--- src/rtl/nibble_serial_add_ctrl.sv ---
// Serial add/subtract sequencer: runs a W-bit operation through one external 4-bit
// adder slice, one nibble per clock, LSB first, with a start/busy/done handshake.
module nibble_serial_add_ctrl #(
    parameter int unsigned NIBBLES = 4
) (
    input  logic                   clk,
    input  logic                   rst_n,
    input  logic                   start,
    input  logic                   op_sub,
    input  logic                   C_in,
    input  logic [4*NIBBLES-1:0]   A,
    input  logic [4*NIBBLES-1:0]   B,
    output logic [3:0]             slice_a,
    output logic [3:0]             slice_b,
    output logic                   slice_cin,
    input  logic [3:0]             slice_s,
    input  logic                   slice_c4,
    output logic                   busy,
    output logic                   done,
    output logic [4*NIBBLES-1:0]   S,
    output logic                   C_out,
    output logic                   ovf
);

    localparam int unsigned IW = (NIBBLES > 1) ? $clog2(NIBBLES) : 1;
    localparam logic [IW-1:0] LastIdx = IW'(NIBBLES - 1);

    typedef enum logic [1:0] {StIdle, StRun, StDone} state_e;

    state_e                    state_q, state_d;
    logic [IW-1:0]             idx_q;
    logic                      carry_q;
    logic [NIBBLES-1:0][3:0]   a_q;
    logic [NIBBLES-1:0][3:0]   b_q;
    logic [NIBBLES-1:0][3:0]   s_q;
    logic                      c_out_q;
    logic                      ovf_q;
    logic                      accept;
    logic                      last;

    assign accept = (state_q == StIdle) && start;
    assign last   = (idx_q == LastIdx);

    always_ff @(posedge clk or negedge rst_n) begin
        if (!rst_n) begin
            state_q <= StIdle;
        end else begin
            state_q <= state_d;
        end
    end

    always_comb begin
        state_d = state_q;
        unique case (state_q)
            StIdle:  if (start) state_d = StRun;
            StRun:   if (last) state_d = StDone;
            StDone:  state_d = StIdle;
            default: state_d = StIdle;
        endcase
    end

    always_comb begin
        busy      = (state_q == StRun);
        done      = (state_q == StDone);
        slice_a   = 4'h0;
        slice_b   = 4'h0;
        slice_cin = 1'b0;
        if (state_q == StRun) begin
            slice_a   = a_q[idx_q];
            slice_b   = b_q[idx_q];
            slice_cin = carry_q;
        end
    end

    // Subtraction is A + ~B + 1, so B is stored pre-inverted and the first carry forced high.
    always_ff @(posedge clk or negedge rst_n) begin
        if (!rst_n) begin
            idx_q   <= '0;
            carry_q <= 1'b0;
            a_q     <= '0;
            b_q     <= '0;
            s_q     <= '0;
            c_out_q <= 1'b0;
            ovf_q   <= 1'b0;
        end else if (accept) begin
            idx_q   <= '0;
            carry_q <= op_sub ? 1'b1 : C_in;
            a_q     <= A;
            b_q     <= op_sub ? ~B : B;
            s_q     <= '0;
            c_out_q <= 1'b0;
            ovf_q   <= 1'b0;
        end else if (state_q == StRun) begin
            s_q[idx_q] <= slice_s;
            carry_q    <= slice_c4;
            idx_q      <= idx_q + IW'(1);
            if (last) begin
                c_out_q <= slice_c4;
                ovf_q   <= (slice_a[3] == slice_b[3]) && (slice_s[3] != slice_a[3]);
            end
        end
    end

    assign S     = s_q;
    assign C_out = c_out_q;
    assign ovf   = ovf_q;

endmodule

--- config.mk ---
export PLATFORM = sky130hd
export DESIGN_NAME = nibble_serial_add_ctrl
export DESIGN_NICKNAME = d
export VERILOG_FILES = /design/src/rtl/nibble_serial_add_ctrl.sv
export SDC_FILE = /design/constraint.sdc
export NUM_CORES = 1
export LEC_CHECK = 0
export CAP_MARGIN = 20
export CORE_MARGIN = 2
export CORE_UTILIZATION = 24
export CTS_CLUSTER_DIAMETER = 200
export DETAILED_ROUTE_END_ITERATION = 10
export DONT_BUFFER_PORTS = 1
export GPL_TIMING_DRIVEN = 0
export HOLD_SLACK_MARGIN = 0.03
export PLACE_DENSITY_LB_ADDON = 0.05
export SYNTH_ARGS = -nofsm -noshare
export SYNTH_HDL_FRONTEND = slang
export SYNTH_SLANG_ARGS = --single-unit
--- constraint.sdc ---
create_clock -name clk -period 1.8 [get_ports clk]
set_input_delay 0.36 -clock clk [delete_from_list [all_inputs] [get_ports clk]]
set_output_delay 0.36 -clock clk [all_outputs]
set_load 0.01 [all_outputs]
==> flow_summary.toml <==
[hold_path]
worstHoldPathCells = 2
hold_class = "in -> reg"
min_to = "a_q[6]"
hold_start = "A[6]"

[setup_path]
path_cells = "clkbuf_16 -> mux4_2 -> and2_4"
path_depth = 3
cp_slowest_cell = "mux4_2"
r2r-start = "idx_q[0]"
reg2reg_to = "ovf"
max_stage_delay_ns = 0.52
r2r_cells = 5
crit_family = "multiplexers"
crit_buf_inv = 1
worst-path-max-fanout = 4
cp.required_ns = 1.44
r2r_setup_slack_ns = -0.01
critPathLaunchType = "register"
arrival_ns = 1.58
crit_type = "reg -> out"
crit_path_end_kind = "output pin"

[sta]
fmax_ghz = 0.514
hold_viol = 0
rsz0062_at_grt = "true"
worst_pin_slew_ns = 0.548
fin_skew_ns = 0.00414
period_share = 1.08
period_needed_ns = 1.94
finalSetupViolations = 9
drv_slew = 0
setup_slack_ns = -0.144
maxSlewHeadroom = 0.634

[pwr]
power.density_nw_per_um2 = 1780
leakagePower_uw = 0.00132
total_power_uw = 5240
peakVddDrop_mv = 0.458

[grt]
grt_start_max_net_pins = 56
grt_pass1_wl_um = 11000
grt_overflow = 0
grt_usage = 0.127
antenna_found_initial = 0
grt_pass1_vias = 1888

[clocking]
clkTransAtPathRegs_ns = 0.09
cts_root_buf = "clkbuf_8"
cts_sinks = 55
cts.htree.levels = 2
clock_latency_ns = 0.30
cts_tree = "done"
clockBufferDepth = 2
cts_inserted_buffers = 5

[outcome]
status = "finished, violations left"
violations = "setup timing"

[route]
ant_nets = 0
post-route-drc-count = 0
postRouteWirelength_um = 6830
firstDrtPassIters = 4
via_per_inst = 4.52
drt-initial-drc-count = 62
wire_per_inst_um = 18.0
vias = 1717

[floorplanning]
die_height_um = 107
rows = 37
initial_core_util = 0.247
die-width_um = 107
core-area_um2 = 10300
dieArea_um2 = 11400
io_pins = 71

[placed_design]
dp_hpwl_um = 4650
io_buffers = 0
gp_congestion = 0.688

[run]
cap_violations = 0

[layout]
fin_util = 0.286
fillers = 1143
area_growth_pct = 15.7
num-nets-final = 291
drive_above_1_share = 0.193
multi_input_area_um2 = 1080
n_antenna_cell = 0
regArea_um2 = 1380

[logic_synthesis]
synth_common_cells = "nand2_1 (66), dfrtp_1 (55), o21ai_0 (19)"
yosys_warnings = 0
synth.top_cell.area_share = 0.542
synth.area.top_cells = "dfrtp_1 (54%), nand2_1 (9.8%), mux4_1 (7.2%), xnor2_1 (5.5%), a32o_1 (4.7%)"
async_flop_share = 1.00
syn_inst = 229
synth_most_common_cell = "nand2_1"
netlist_area_um2 = 2540
synth-edff-count = 0
synth_top_area_cell = "dfrtp_1"
synth.yosys.seq_area_share = 0.542
avgSynthCellArea_um2 = 11.1
synth_ff_type = "dfrtp_1"
synth_seq_cells = 55
mappedNetlistNets = 275
ys_types = 29
-- placed cells by master (no fill, tap or decap), drive strengths merged, types with 2 or more instances in the layout --
cell | synthesis | layout
nand2 | 66 | 66
dfrtp | 55 | 55
o21ai | 19 | 19
xnor2 | 16 | 16
clkbuf | 8 | 15
buf | 7 | 14
a32o | 12 | 12
and2 | 10 | 10
mux4 | 8 | 8
a22o | 4 | 4
ha | 4 | 4
nand3 | 3 | 3
a21oi | 3 | 3
inv | 2 | 2
nor2 | 2 | 2
-- layer usage --
layer  vias up  routed length, µm  GRT usage
met2        48               3310      0.208
met3         2                489     0.0426
li1        810                  -          -
met4         0                 35     0.0250
met5         -                  0          0
met1       857               2990      0.163
-- flip-flops by register name, indices dropped and copies added, names as in the netlist --
name,cells
S,16
a_q,16
b_q,16
idx_q,2
state_q,2
C_out,1
carry_q,1
ovf,1
-- area by class of cell --
class / instances / share of cell area
Inverter: 3 / 0.00554
Tap cell: 136 / 0.0579
Timing Repair Buffer: 10 / 0.0392
Multi-Input combinational cell: 156 / 0.369
Buffer: 14 / 0.0345
Sequential cell: 55 / 0.469
Clock buffer: 6 / 0.0247
-- metrics by stage --
step,setup WS (ns),instance area (µm²),std cells,TNS (ns),hold slack (ns)
after floorplan,0.166,2540,229,0,0.0644
after global placement,-0.309,2710,365,-2.44,0.0671
after detailed placement,-0.314,2710,365,-2.53,0.0671
after CTS,-0.189,2920,377,-1.31,0.150
after global routing,-0.204,2940,380,-1.38,0.146
final,-0.144,2940,380,-0.801,0.165
-- power by group --
group	leakage [µW]	internal [µW]	switching [µW]
clock	0.0000371	262	387
sequential	0.000695	1780	413
combinational	0.000590	1200	1200
-- cells by family after synthesis --
kind of cell             Yosys count  synth area share
AND/OR/NAND/NOR                   87             0.151
flip-flops                        55             0.542
AO/OA/AOI/OAI                     41             0.114
buffers and inverters             18            0.0360
XOR/XNOR                          16            0.0552
multiplexers                       8            0.0813
adder cells (fa/ha/maj)            4            0.0197
-- worst reg2reg max path, cell delays in order (launching register included) --
cell and delay (ns):
dfrtp_2 0.44, clkbuf_16 0.16, mux4_2 0.52, buf_4 0.17, and4b_1 0.17, a221o_1 0.25
-- worst max-delay path by stage --
| stage | startpoint | to | slack [ns] |
|---|---|---|---|
| 2_1_floorplan | idx_q[0] | slice_a[3] | 0.17 |
| 3_3_place_gp | state_q[1] | slice_b[0] | -0.31 |
| 3_5_place_dp | state_q[1] | slice_b[0] | -0.31 |
| 4_1_cts | idx_q[0] | slice_a[0] | -0.19 |
| 5_1_grt | idx_q[0] | slice_a[3] | -0.20 |
| 6_report | idx_q[0] | slice_a[3] | -0.14 |
-- what timing repair did --
action,CTS,global route
resized for setup,26,6
cloned,0,1
hold buffers,2,0
endpoints found under the hold margin,55,0
setup buffers,5,2
endpoints found under the setup margin,11,10
pin swaps,1,7
Power figures use the tool's default switching activity.
==> RTL edit 1 (same settings) <==
`NIBBLES`: 4 -> 8.
--- a/src/rtl/nibble_serial_add_ctrl.sv
+++ b/src/rtl/nibble_serial_add_ctrl.sv
@@ -1,7 +1,7 @@
 // Serial add/subtract sequencer: runs a W-bit operation through one external 4-bit
 // adder slice, one nibble per clock, LSB first, with a start/busy/done handshake.
 module nibble_serial_add_ctrl #(
-    parameter int unsigned NIBBLES = 4
+    parameter int unsigned NIBBLES = 8
 ) (
     input  logic                   clk,
     input  logic                   rst_n,
Interface: changed (resized A, B and S); port bits go from 71 to 119. The function was not compared with the original's and may differ.
==> RTL edit 1 against the original RTL <==
- the flow finishes with violations (negative hold slack, negative setup slack)
- wire length increased by 120%
- register-to-register slack got worse by 0.20 ns
- final area increased by 100%
- power increased by 110%
- sequential cell count increased by 49
- synthesized area increased by 93%
- largest power group unchanged
- critical path type unchanged
- setup slack got worse by 0.24 ns
- via count increased by 110%
- sequential share of layout area decreased by 2.6 points
==> RTL edit 1: results (changes against the original RTL) <==
- Sequential area share after synthesis: 53.2% (was 54.2%)
- Multi-input combinational area share: 37.4% (was 36.9%)
- Worst-path clk slew: 0.07 ns (was 0.09 ns)
- Syn Inst Count: 504 (was 229)
- Final hold violations: 104 (was 0)
- Nets@finish: 608 (was 291)
- DR WL/cell: 19.0 um (was 18.0 um)
- Clock skew: 0.00796 ns (was 0.00414 ns)
- Hold WC Path Type: primary input to async pin (was primary input to flop)
- Fraction of area in registers: 44.3% (was 46.9%)
- Final setup fails: 9 (unchanged)
- GRT Util Overall: 14.4% (was 12.7%)
- Worst Tran Pin Value: 0.711 ns (was 0.548 ns)
- Seq pwr share: 38.4% (was 41.8%)
- Switching Share: 39.5% (was 38.2%)
- First-pass DRT Iterations: 6 (was 4)
- Clkbuf count: 13 (was 6)
- Syn nets: 580 (was 275)
- Std-Cell Rows: 52 (was 37)
- First-pass GRT wire length: 23.2 mm (was 11.0 mm)
- Cell leakage power: 2.64 nW (was 1.32 nW)
- Area growth, synth to finish: 20.0% (was 15.7%)
- Placed cell count: 774 (was 365)
- Hold Slack: -0.297 ns (was 0.165 ns)
- Vias: 3609 (was 1717)
- Flops & latches, synth: 104 (was 55)
- Ranking of synthesized cells by area: dfrtp_1, nand2_1, xnor2_1 (was dfrtp_1, nand2_1, mux4_1)
- Max IR drop VDD: 558 uV (was 458 uV)
- Largest net degree at the start of global routing: 105 (was 56)
- Final non-clock buffer share: 7.28% (was 7.37%)
- CTS Buf Count: 9 (was 5)
- CP Max Fanout: 7 (was 4)
- Filler cell count: 2118 (was 1143)
- Clock Latency Late Sink: 0.35 ns (was 0.30 ns)
- CTS H-tree lvls: 3 (was 2)
- Status: complete, but fails checks (unchanged)
- P_clk: 1.95 mW (was 648 uW)
- DP HPWL: 10.6 mm (was 4.65 mm)
- Post-synthesis cell type count: 35 (was 29)
- Initial DRC count: 173 (was 62)
- Share of layout cells above drive strength 1: 16.2% (was 19.3%)
- NetSw: 4.29 mW (was 2.00 mW)
- CTS max path bufs: 2 (unchanged)
- Vias in the first global route: 3793 (was 1888)
- Final worst slack: -0.386 ns (was -0.144 ns)
- Placed cell area: 5230 um^2 (was 2710 um^2)
- Failing checks: negative hold slack, negative setup slack (was negative setup slack)
- CTS Root Cell: clkbuf_16 (was clkbuf_8)
- Clk tree area frac: 4.86% (was 2.47%)
- Commonest cells post-synth: nand2_1, dfrtp_1, o21ai_0 (unchanged)
- Global placement routability congestion: 0.730 (was 0.688)
- Final Instance Count excl. Fillers: 807 (was 380)
- #MultiIn Comb: 358 (was 156)
- Critical path data arrival time: 1.83 ns (was 1.58 ns)
==> RTL edit 1: through the flow <==
stage | setup WS, ns | setup TNS [ns]
after floorplan | 0.0119 | 0
after global routing | -0.464 | -3.60
final | -0.386 | -2.84
after global placement | -0.446 | -3.72
after detailed placement | -0.432 | -3.99
after CTS | -0.412 | -2.79
==> RTL edit 1: layer usage <==
metal  GRT usage (%)  up-vias  wire (um)
met5               0        -          0
met4            5.05        0        223
met3            3.39       12        809
met2            22.5       99       7200
met1            19.6     1782       7070
li1                -     1716          -
==> RTL edit 1: final timing paths <==
kind	slack [ns]	to	start	depth (start not counted)
min in group clk	0.11	a_q[15]$_DFFE_PN0P_	A[15]	2
setup / recovery	-0.39	slice_a[3]	idx_q[0]$_DFFE_PN0P_	5
hold / removal	-0.30	S[14]$_DFFE_PN0P_	rst_n	0
max in group asynchronous	1.95	a_q[13]$_DFFE_PN0P_	rst_n	0
setup reg to reg	-0.21	ovf$_DFFE_PN0P_	idx_q[0]$_DFFE_PN0P_	8
hold reg to reg	0.48	a_q[26]$_DFFE_PN0P_	a_q[26]$_DFFE_PN0P_	2
==> RTL edit 1: logic make-up after synthesis <==
kind of cell | count (synthesis) | synth area share, %
simple gates | 224 | 18.9
flops | 104 | 53.2
compound gates | 61 | 6.52
buf+inv | 42 | 3.81
mux | 39 | 11.4
xor+xnor | 32 | 5.72
fa+ha+maj | 2 | 0.511
==> RTL edit 1: critical path: cells and delay by family (launching register included) <==
family | cells | cell delay [ns]
buf+inv | 2 | 0.26
flops | 1 | 0.38
simple gates | 1 | 0.07
mux | 2 | 0.75
==> RTL edit 1: what timing repair did <==
action	in CTS	in global routing
buffers inserted	9	7
pin swaps	1	4
endpoints found under the hold margin	104	104
cloned	0	1
setup endpoints to repair	41	13
resized for setup	49	14
==> RTL edit 2 (same settings) <==
Without the edit above. Add an input register stage for `op_sub`, with the module's reset; this delays it by one clock. The other inputs are not delayed to match.
--- a/src/rtl/nibble_serial_add_ctrl.sv
+++ b/src/rtl/nibble_serial_add_ctrl.sv
@@ -26,6 +26,16 @@
     localparam logic [IW-1:0] LastIdx = IW'(NIBBLES - 1);
 
     typedef enum logic [1:0] {StIdle, StRun, StDone} state_e;
+
+    logic op_sub_q;
+
+    always_ff @(posedge clk or negedge rst_n) begin
+        if (!rst_n) begin
+            op_sub_q <= '0;
+        end else begin
+            op_sub_q <= op_sub;
+        end
+    end
 
     state_e                    state_q, state_d;
     logic [IW-1:0]             idx_q;
@@ -84,9 +94,9 @@
             ovf_q   <= 1'b0;
         end else if (accept) begin
             idx_q   <= '0;
-            carry_q <= op_sub ? 1'b1 : C_in;
+            carry_q <= op_sub_q ? 1'b1 : C_in;
             a_q     <= A;
-            b_q     <= op_sub ? ~B : B;
+            b_q     <= op_sub_q ? ~B : B;
             s_q     <= '0;
             c_out_q <= 1'b0;
             ovf_q   <= 1'b0;
Check against the original RTL: not equivalent (a bounded check fails within 4 cycles, from zero or initial values and one cycle with rst_n low).
==> RTL edit 2 against the original RTL <==
- the run still ends with negative setup slack left
- synthesized cell count up 0.44%
- power up 13%
- wire length up 5.0%
- clock skew up 0.015 ns
- combinational power up 5%
- setup slack worse by 0.045 ns
- non-clock buffer count up 4
- synthesized area up 0.99%
- final area up 5.3%
- die area up 0.95%
- register-to-register slack worse by 0.10 ns
- sequential cell count up 1
- sequential share of layout area down 1.6 points
- critical path type unchanged
- critical endpoint is now slice_b[3]
- largest power group unchanged
- highest routed layer unchanged
==> RTL edit 2: results (changes against the original RTL) <==
- Non-clk bufs: 28 (was 24)
- Final setup fails: 9 (unchanged)
- Via density: 4.51 (was 4.52)
- Setup TNS: -1.45 ns (was -0.801 ns)
- Nets@finish: 296 (was 291)
- Initial DRC count: 46 (was 62)
- Status: complete, but fails checks (unchanged)
- WL met2: 3.23 mm (was 3.31 mm)
- Ranking of synthesized cells by area: dfrtp_1, nand2_1, mux4_1 (unchanged)
- Final Instance Count excl. Fillers: 387 (was 380)
- Mux share of post-synthesis cell area: 8.05% (was 8.13%)
- Flops & latches, synth: 56 (was 55)
- Fraction of area in registers: 45.3% (was 46.9%)
- Critical path data arrival time: 1.63 ns (was 1.58 ns)
- Post-CTS Setup Repair Bufs: 4 (was 5)
- Register area: 1400 um^2 (was 1380 um^2)
- Final non-clock buffer share: 8.41% (was 7.37%)
- Worst Tran Pin Value: 0.551 ns (was 0.548 ns)
- Multi-input combinational area share: 35.0% (was 36.9%)
- Filler cell count: 1110 (was 1143)
- Met3 Use GR: 4.06% (was 4.26%)
- Final worst slack: -0.189 ns (was -0.144 ns)
- Syn Inst Count: 230 (was 229)
- Post_cts resized: 32 (was 26)
- Clock skew: 0.0190 ns (was 0.00414 ns)
- Seq pwr share: 37.5% (was 41.8%)
- P_clk: 1.18 mW (was 648 uW)
- Global placement routability congestion: 0.676 (was 0.688)
- First-pass GRT wire length: 11.1 mm (was 11.0 mm)
- Complex-gate fraction of the synthesized area: 11.3% (was 11.4%)
- Met1 WL: 3.32 mm (was 2.99 mm)
- Max IR drop VDD: 628 uV (was 458 uV)
- Failing checks: negative setup slack (unchanged)
- Vias in the first global route: 1796 (was 1888)
- Adder-Cell Fraction of Synth Area: 1.95% (was 1.97%)
- DR WL/cell: 18.5 um (was 18.0 um)
- Worst-path clk slew: 0.13 ns (was 0.09 ns)
- Commonest cells post-synth: nand2_1, dfrtp_1, o21ai_0 (unchanged)
- GR met1 Demand/Resource: 17.1% (was 16.3%)
- Largest net degree at the start of global routing: 57 (was 56)
- Clkbuf count: 5 (was 6)
- Met2 Use GR: 20.3% (was 20.8%)
- WL met3: 533 um (was 489 um)
- Placed cell area: 2730 um^2 (was 2710 um^2)
- GRT Util Overall: 12.9% (was 12.7%)
- Share of layout cells above drive strength 1: 21.5% (was 19.3%)
-- RTL edit 2: worst register-to-register path, delay by kind of cell, from the launching register on --
kind                   cells  cell delay [ns]
AO/OA/AOI/OAI              1             0.25
buffers and inverters      3             0.40
flip-flops                 1             0.47
multiplexers               1             0.52
AND/OR/NAND/NOR            1             0.15
-- RTL edit 2: worst paths after layout --
path | to | slack (ns) | from | depth (start not counted)
max reg2reg | ovf$_DFFE_PN0P_ | -0.11 | idx_q[0]$_DFFE_PN0P_ | 6
max | slice_b[3] | -0.19 | idx_q[0]$_DFFE_PN0P_ | 3
min in group asynchronous | S[8]$_DFFE_PN0P_ | 0.55 | rst_n | 2
min reg2reg | b_q[11]$_DFFE_PN0P_ | 0.48 | b_q[11]$_DFFE_PN0P_ | 2
max in group asynchronous | a_q[1]$_DFFE_PN0P_ | 0.96 | rst_n | 2
min | op_sub_q$_DFF_PN0_ | 0.06 | op_sub | 0
